--- config.mk ---
export PLATFORM = sky130hd
export DESIGN_NAME = neuron_accum_q17_14
export DESIGN_NICKNAME = d
export VERILOG_FILES = /design/src/rtl/neuron_accum_q17_14.sv
export SDC_FILE = /design/constraint.sdc
export NUM_CORES = 1
export LEC_CHECK = 0
export CORE_UTILIZATION = 58
export DETAILED_ROUTE_END_ITERATION = 7
export PLACE_DENSITY_LB_ADDON = 0.1
export SYNTH_ARGS = -nofsm -noshare
export SYNTH_HDL_FRONTEND = slang
export SYNTH_SLANG_ARGS = --single-unit
--- constraint.sdc ---
create_clock -name clk -period 4.8 [get_ports clk]
set_input_delay 0.96 -clock clk [delete_from_list [all_inputs] [get_ports clk]]
set_output_delay 0.96 -clock clk [all_outputs]
set_load 0.01 [all_outputs]
--- src/rtl/neuron_accum_q17_14.sv ---
// -----------------------------------------------------------------------------
// neuron_accum_q17_14
//
// Accumulates N_INPUTS signed Q17.14 weight x pixel products for one neuron,
// adds the neuron bias, saturates the result to DATA_W bits and hands it to
// the next layer over a valid/ready handshake.
//
// Frame flow:  IDLE -> ACCUM (N_INPUTS-1 more beats) -> BIAS -> DONE -> IDLE
//   IDLE  : first product of a frame loads the accumulator.
//   ACCUM : remaining products are added; bubbles on prod_valid just hold.
//   BIAS  : bias added, sum saturated and registered into out_data.
//   DONE  : result held until the downstream handshake, then clear.
//
// The accumulator carries GUARD_W extra MSBs so that N_INPUTS full-scale
// products plus a full-scale bias can never wrap; saturation is therefore a
// simple check of the bits above the DATA_W sign bit.
//
// Optional build macro:
//   NEURON_RELU_EN - a negative saturated result is replaced by zero (ReLU).
//                    sat_flag still reports clipping of the pre-ReLU sum.
//                    Latency and throughput are identical in both builds.
// -----------------------------------------------------------------------------
module neuron_accum_q17_14 #(
   parameter int DATA_W   = 32,
   parameter int N_INPUTS = 784,
   parameter int GUARD_W  = $clog2(N_INPUTS + 1) + 1
) (
   input  logic              clk,
   input  logic              rst,
   input  logic [DATA_W-1:0] prod_in,
   input  logic              prod_valid,
   output logic              prod_ready,
   input  logic [DATA_W-1:0] bias_in,
   output logic [DATA_W-1:0] out_data,
   output logic              out_valid,
   input  logic              out_ready,
   output logic              sat_flag
);

   localparam int ACC_W = DATA_W + GUARD_W;
   localparam int CNT_W = $clog2(N_INPUTS + 1);

   // Count value held while the last product of the frame is being accepted.
   localparam logic [CNT_W-1:0] LAST_CNT = CNT_W'(N_INPUTS - 1);

   // Saturation limits of a DATA_W two's-complement word.
   localparam logic [DATA_W-1:0] SAT_MAX = {1'b0, {(DATA_W-1){1'b1}}};
   localparam logic [DATA_W-1:0] SAT_MIN = {1'b1, {(DATA_W-1){1'b0}}};

   typedef enum logic [1:0] {
      S_IDLE,
      S_ACCUM,
      S_BIAS,
      S_DONE
   } state_t;

   state_t                   state;
   logic signed [ACC_W-1:0]  acc;
   logic [CNT_W-1:0]         cnt;

   logic                     beat;
   logic signed [ACC_W-1:0]  prod_ext;
   logic signed [ACC_W-1:0]  bias_ext;
   logic signed [ACC_W-1:0]  sum;
   logic [GUARD_W:0]         sum_top;
   logic                     clip;
   logic [DATA_W-1:0]        sat_data;
   logic [DATA_W-1:0]        result;

   // A product beat transfers only when both sides agree in the same cycle.
   assign beat = prod_valid & prod_ready;

   // Sign extension, bias addition, saturation and optional ReLU.
   always_comb begin
      // NOTE: every output of this block is given a value on every path,
      // starting with these defaults, so no latch can be inferred.
      prod_ext = '0;
      bias_ext = '0;
      sum      = '0;
      sum_top  = '0;
      clip     = 1'b0;
      sat_data = '0;
      result   = '0;

      prod_ext = {{GUARD_W{prod_in[DATA_W-1]}}, prod_in};
      bias_ext = {{GUARD_W{bias_in[DATA_W-1]}}, bias_in};
      sum      = acc + bias_ext;

      // The sum fits in DATA_W bits exactly when every bit from the DATA_W
      // sign position upwards agrees; anything else is out of range.
      sum_top  = sum[ACC_W-1:DATA_W-1];
      clip     = !((&sum_top) || !(|sum_top));

      if (!clip) begin
         sat_data = sum[DATA_W-1:0];
      end else if (sum[ACC_W-1]) begin
         sat_data = SAT_MIN;
      end else begin
         sat_data = SAT_MAX;
      end

`ifdef NEURON_RELU_EN
      result = sat_data[DATA_W-1] ? '0 : sat_data;
`else
      result = sat_data;
`endif
   end

   // Frame control FSM with registered handshake and result outputs.
   always_ff @(posedge clk or posedge rst) begin
      if (rst) begin
         state      <= S_IDLE;
         acc        <= '0;
         cnt        <= '0;
         prod_ready <= 1'b1;
         out_data   <= '0;
         out_valid  <= 1'b0;
         sat_flag   <= 1'b0;
      end else begin
         case (state)
            S_IDLE: begin
               // NOTE: state is updated with non-blocking assignments so that
               // every register samples the values from before this edge.
               if (beat) begin
                  acc <= prod_ext;
                  cnt <= CNT_W'(1);
                  if (N_INPUTS == 1) begin
                     prod_ready <= 1'b0;
                     state      <= S_BIAS;
                  end else begin
                     state      <= S_ACCUM;
                  end
               end
            end

            S_ACCUM: begin
               if (beat) begin
                  acc <= acc + prod_ext;
                  cnt <= cnt + CNT_W'(1);
                  if (cnt == LAST_CNT) begin
                     prod_ready <= 1'b0;
                     state      <= S_BIAS;
                  end
               end
            end

            S_BIAS: begin
               out_data  <= result;
               sat_flag  <= clip;
               out_valid <= 1'b1;
               state     <= S_DONE;
            end

            S_DONE: begin
               if (out_ready) begin
                  out_valid  <= 1'b0;
                  acc        <= '0;
                  cnt        <= '0;
                  prod_ready <= 1'b1;
                  state      <= S_IDLE;
               end
            end

            default: begin
               state      <= S_IDLE;
               prod_ready <= 1'b1;
               out_valid  <= 1'b0;
            end
         endcase
      end
   end

endmodule

==> PnR_summary.wiki <==
{| class="wikitable"
! Metric !! Value
|-
| Setup repair after global routing missed its margin || false
|-
| Number of buffers created by CTS || 9
|-
| Area added between synthesis and finish || 21.0%
|-
| Net count after synthesis || roughly 1200
|-
| H-Tree Depth || 3
|-
| Number of standard cells after synthesis || 1008
|-
| Worst EP required || 5.09 ns
|-
| Overall overflow remaining after global route || 0
|-
| Headroom to the max-slew limit || 33.7%
|-
| Number of buffers inserted by port buffering || about 100
|-
| Share of async-settable or async-resettable flops after synthesis || 100%
|-
| Clock tree from TritonCTS || built
|-
| Worst slew pin tran || 0.989 ns
|-
| Synth Register Bits || 90
|-
| Diode count || 0
|-
| Post-cts sizing count || 0
|-
| Met3 routed wirelength || 1.45 mm
|-
| RD Place Congestion || approximately 0.99
|-
| Final core area utilization || between 70 and 80%
|-
| Maximum frequency from static timing analysis || 218 MHz
|-
| Number of design rule violations left after detail routing || 0
|-
| Worst setup slack before clock tree synthesis || -0.230 ns
|-
| Share of cells above drive strength 1 || under 10%
|-
| Placed Instances || 1300
|-
| Leakage Power || 4.46 nW
|-
| Time the final worst path needs with I/O delays and setup || 4.59 ns
|-
| Max Slew Vio Count || 0
|-
| Status || finished clean
|-
| Pin count of the biggest net entering global routing || 55
|-
| Aggregate routed wire length || 23.7 mm
|-
| Critical Path Fanout Max || 27
|-
| HPWL after DPL || approximately 18 mm
|-
| Power density relative to cell area || 784 nW/µm²
|-
| Total iterations of the first detailed-routing run || 5
|-
| Vias per std cell || roughly 6.3
|-
| Summed negative setup slack over all endpoints || 0 ns
|-
| End point of the most critical hold path || out_data[30]
|-
| Synth top area cells || sky130_fd_sc_hd__dfrtp_1 (26%), sky130_fd_sc_hd__ha_1 (13%), sky130_fd_sc_hd__a21oi_1 (6.2%)
|-
| Routed length on met1 || between 10 and 15 mm
|-
| Netlist cell types || 76
|-
| First-pass GRT wire length || 38.5 mm
|-
| Initial drt markers || 723
|-
| CTS max path bufs || 2
|-
| Total Nets Final || approximately 1300
|-
| Hold Startpoint || out_data[30]
|-
| Boundary Pins || around 100
|-
| Vertical extent of the die || 122 µm
|-
| Met2 wirelength from detailed routing || 10.2 mm
|-
| Most frequent cells in the layout || sky130_fd_sc_hd__nor2_1 (107), sky130_fd_sc_hd__a21oi_1 (103), sky130_fd_sc_hd__clkdlybuf4s50_1 (102)
|-
| Share of Yosys cell area claimed by the top area cell type || 26.5%
|-
| Commonest non-fill, non-tap cell in the layout || sky130_fd_sc_hd__nor2_1
|-
| Number of warnings reported in the yosys synthesis log || 0
|-
| Area taken by flip-flops and latches || 2250 µm²
|-
| Highest metal layer used by the detailed router || met4
|-
| Initial antenna violation count || 0
|-
| Minimum setup slack in the final design || about 0.21 ns
|-
| Overall routing resource usage || 33.1%
|-
| Path category of the worst min-delay check || reg2reg
|-
| Post-detailed-route count of antenna-violating nets || 0
|-
| Share of synthesized area occupied by flip-flops and latches || 26.8%
|-
| Clk_lat worst skew || between 0.3 and 0.4 ns
|-
| Largest area contributor in the synthesized netlist || sky130_fd_sc_hd__dfrtp_1
|-
| Area of the die || roughly 15000 µm²
|-
| Starting utilization of the core area || 59.9%
|-
| Library cell used as clock root buffer || sky130_fd_sc_hd__clkbuf_16
|-
| Count of vias placed by the detailed router || slightly above 8000
|-
| Postcts setup bufs || 0
|-
| Clock sink count || 90
|-
| Final Non-Filler Cells || 1315
|-
| Final hold violation count || 0
|-
| Setup slack, reg-to-reg || between 0.8 and 0.9 ns
|-
| Count of max-cap constraint violations || 0
|-
| Number of flops mapped to enable cells by yosys || 0
|-
| Finish-stage setup viols || 0
|-
| Number of global-route vias before repair || roughly 7700
|-
| Kind of start point of the critical path || input port
|-
| Final clock skew || 0.0133 ns
|-
| Critical path arrival || slightly below 5 ns
|-
| Critical Path Source || bias_in[0]
|-
| Count of cells along the worst hold path || 1
|-
| Multi-input gate area || 5860 µm²
|-
| Launching point of the worst reg2reg path || acc[0]
|-
| Portion of the clock cycle consumed by the worst path in the final layout || a little over nine tenths
|-
| Average cell area after synthesis || 8.35 µm²
|-
| Placement row count || 43
|-
| Count of fill cells added during filler insertion || about 1100
|-
| Number of hold-repair buffers added at the cts stage || 0
|-
| Routed length per instance || 18.0 µm
|-
| Highest ir drop seen on vdd || just under 600 µV
|-
| Worst setup path class || in2reg
|-
| Number of cell instances on the worst register-to-register path || 16
|-
| Clock transition at the registers of the reported paths || 0.07 ns
|-
| Most common flop cell mapped by yosys || sky130_fd_sc_hd__dfrtp_1
|-
| Mapped cell area || ~8400 µm²
|-
| Area of the placeable core || 14000 µm²
|-
| Die extent in x || between 100 and 150 µm
|-
| Minimum hold slack || 0.510 ns
|-
| Category of the worst setup path capture point || register
|-
| Critical R2R Capture || out_data[11]
|}
[where the power goes]
part | switching [W] | internal [W] | total (W)
registers | 0.000369 | 0.00114 | 0.00150
clock network | 0.000321 | 0.000404 | 0.000725
logic | 0.00319 | 0.00256 | 0.00575
[per-layer routing]
layer	up-vias	GRT usage [%]
met4	0	12.8
met5	-	0
met2	295	50.4
met3	42	4.37
met1	3878	47.4
li1	4040	-
[synth_stat cells, types with 5 or more instances]
cell type,count
sky130_fd_sc_hd__nand2b_1,16
sky130_fd_sc_hd__a221oi_1,28
sky130_fd_sc_hd__ha_1,89
sky130_fd_sc_hd__a211oi_1,10
sky130_fd_sc_hd__o211ai_1,6
sky130_fd_sc_hd__nor2_1,108
sky130_fd_sc_hd__buf_6,6
sky130_fd_sc_hd__o21ai_0,47
sky130_fd_sc_hd__a221o_1,28
sky130_fd_sc_hd__dfrtp_1,89
sky130_fd_sc_hd__a21oi_1,105
sky130_fd_sc_hd__a31oi_1,12
sky130_fd_sc_hd__nand2_1,83
sky130_fd_sc_hd__nand3_1,26
sky130_fd_sc_hd__clkbuf_1,29
sky130_fd_sc_hd__nor2b_1,9
sky130_fd_sc_hd__and2_1,6
sky130_fd_sc_hd__nor3_1,19
sky130_fd_sc_hd__a21o_1,33
sky130_fd_sc_hd__inv_1,30
sky130_fd_sc_hd__and3_1,10
sky130_fd_sc_hd__or3_1,5
sky130_fd_sc_hd__o31ai_1,5
sky130_fd_sc_hd__xor2_1,29
sky130_fd_sc_hd__o21a_1,5
sky130_fd_sc_hd__o21bai_1,14
sky130_fd_sc_hd__xnor2_1,45
sky130_fd_sc_hd__nand4_1,17
sky130_fd_sc_hd__buf_2,5
sky130_fd_sc_hd__o21ai_1,12
[how the worst max path moves through the flow]
stage,cells past startpoint,endpoint
global placement,17,out_data[16]
global route,15,out_data[11]
detailed placement,17,out_data[11]
CTS,17,out_data[2]
floorplan,16,out_data[26]
finish,17,out_data[11]
[registers in the layout, summed over array words and instances, names as in the netlist]
name and count:
out_data 32, acc 43, out_valid 1, prod_ready 1, cnt 10, sat_flag 1
state 2
[logic make-up after synthesis]
family	Yosys count	share of synthesized area, %
DFF	90	26.8
AOI/OAI and AO/OA	349	28.4
buffers and inverters	73	3.91
xor gates and xnor gates	75	7.89
muxes	6	0.758
and+or+nand+nor	324	18.6
adders and majority gates	91	13.7
[worst max-delay path: stages]
cell and delay [ns]:
sky130_fd_sc_hd__clkdlybuf4s50_1 0.51, sky130_fd_sc_hd__ha_1 0.18, sky130_fd_sc_hd__inv_1 0.05, sky130_fd_sc_hd__fa_1 0.37, sky130_fd_sc_hd__nand2b_1 0.17, sky130_fd_sc_hd__a21o_1 0.20
sky130_fd_sc_hd__a21oi_2 0.15, sky130_fd_sc_hd__a21oi_2 0.10, sky130_fd_sc_hd__or3_4 0.45, sky130_fd_sc_hd__a31oi_1 0.19, sky130_fd_sc_hd__nand2b_1 0.10, sky130_fd_sc_hd__a2111o_1 0.40
sky130_fd_sc_hd__nor4_4 0.21, sky130_fd_sc_hd__nand4_1 0.24, sky130_fd_sc_hd__a21oi_4 0.24, sky130_fd_sc_hd__buf_12 0.21, sky130_fd_sc_hd__a221o_1 0.16
[cell type report]
| cell class | count | area share (%) |
|---|---|---|
| multi-input cells | 845 | 57.5 |
| well taps | 180 | 2.21 |
| inverters | 31 | 1.15 |
| clock buffers | 9 | 2.21 |
| clock inverters | 6 | 0.651 |
| flip-flops and latches | 90 | 22.1 |
| repair buffers | 154 | 14.1 |
[per-stage QoR]
stage | cell area [µm²] | total power [W]
2_1_floorplan | 8420 | 0.00550
3_3_place_gp | 9870 | 0.00702
3_5_place_dp | 9870 | 0.00714
4_1_cts | 10200 | 0.00790
5_1_grt | 10200 | 0.00869
6_report | 10200 | 0.00798
No activity file was read; power rests on OpenSTA's default activity.
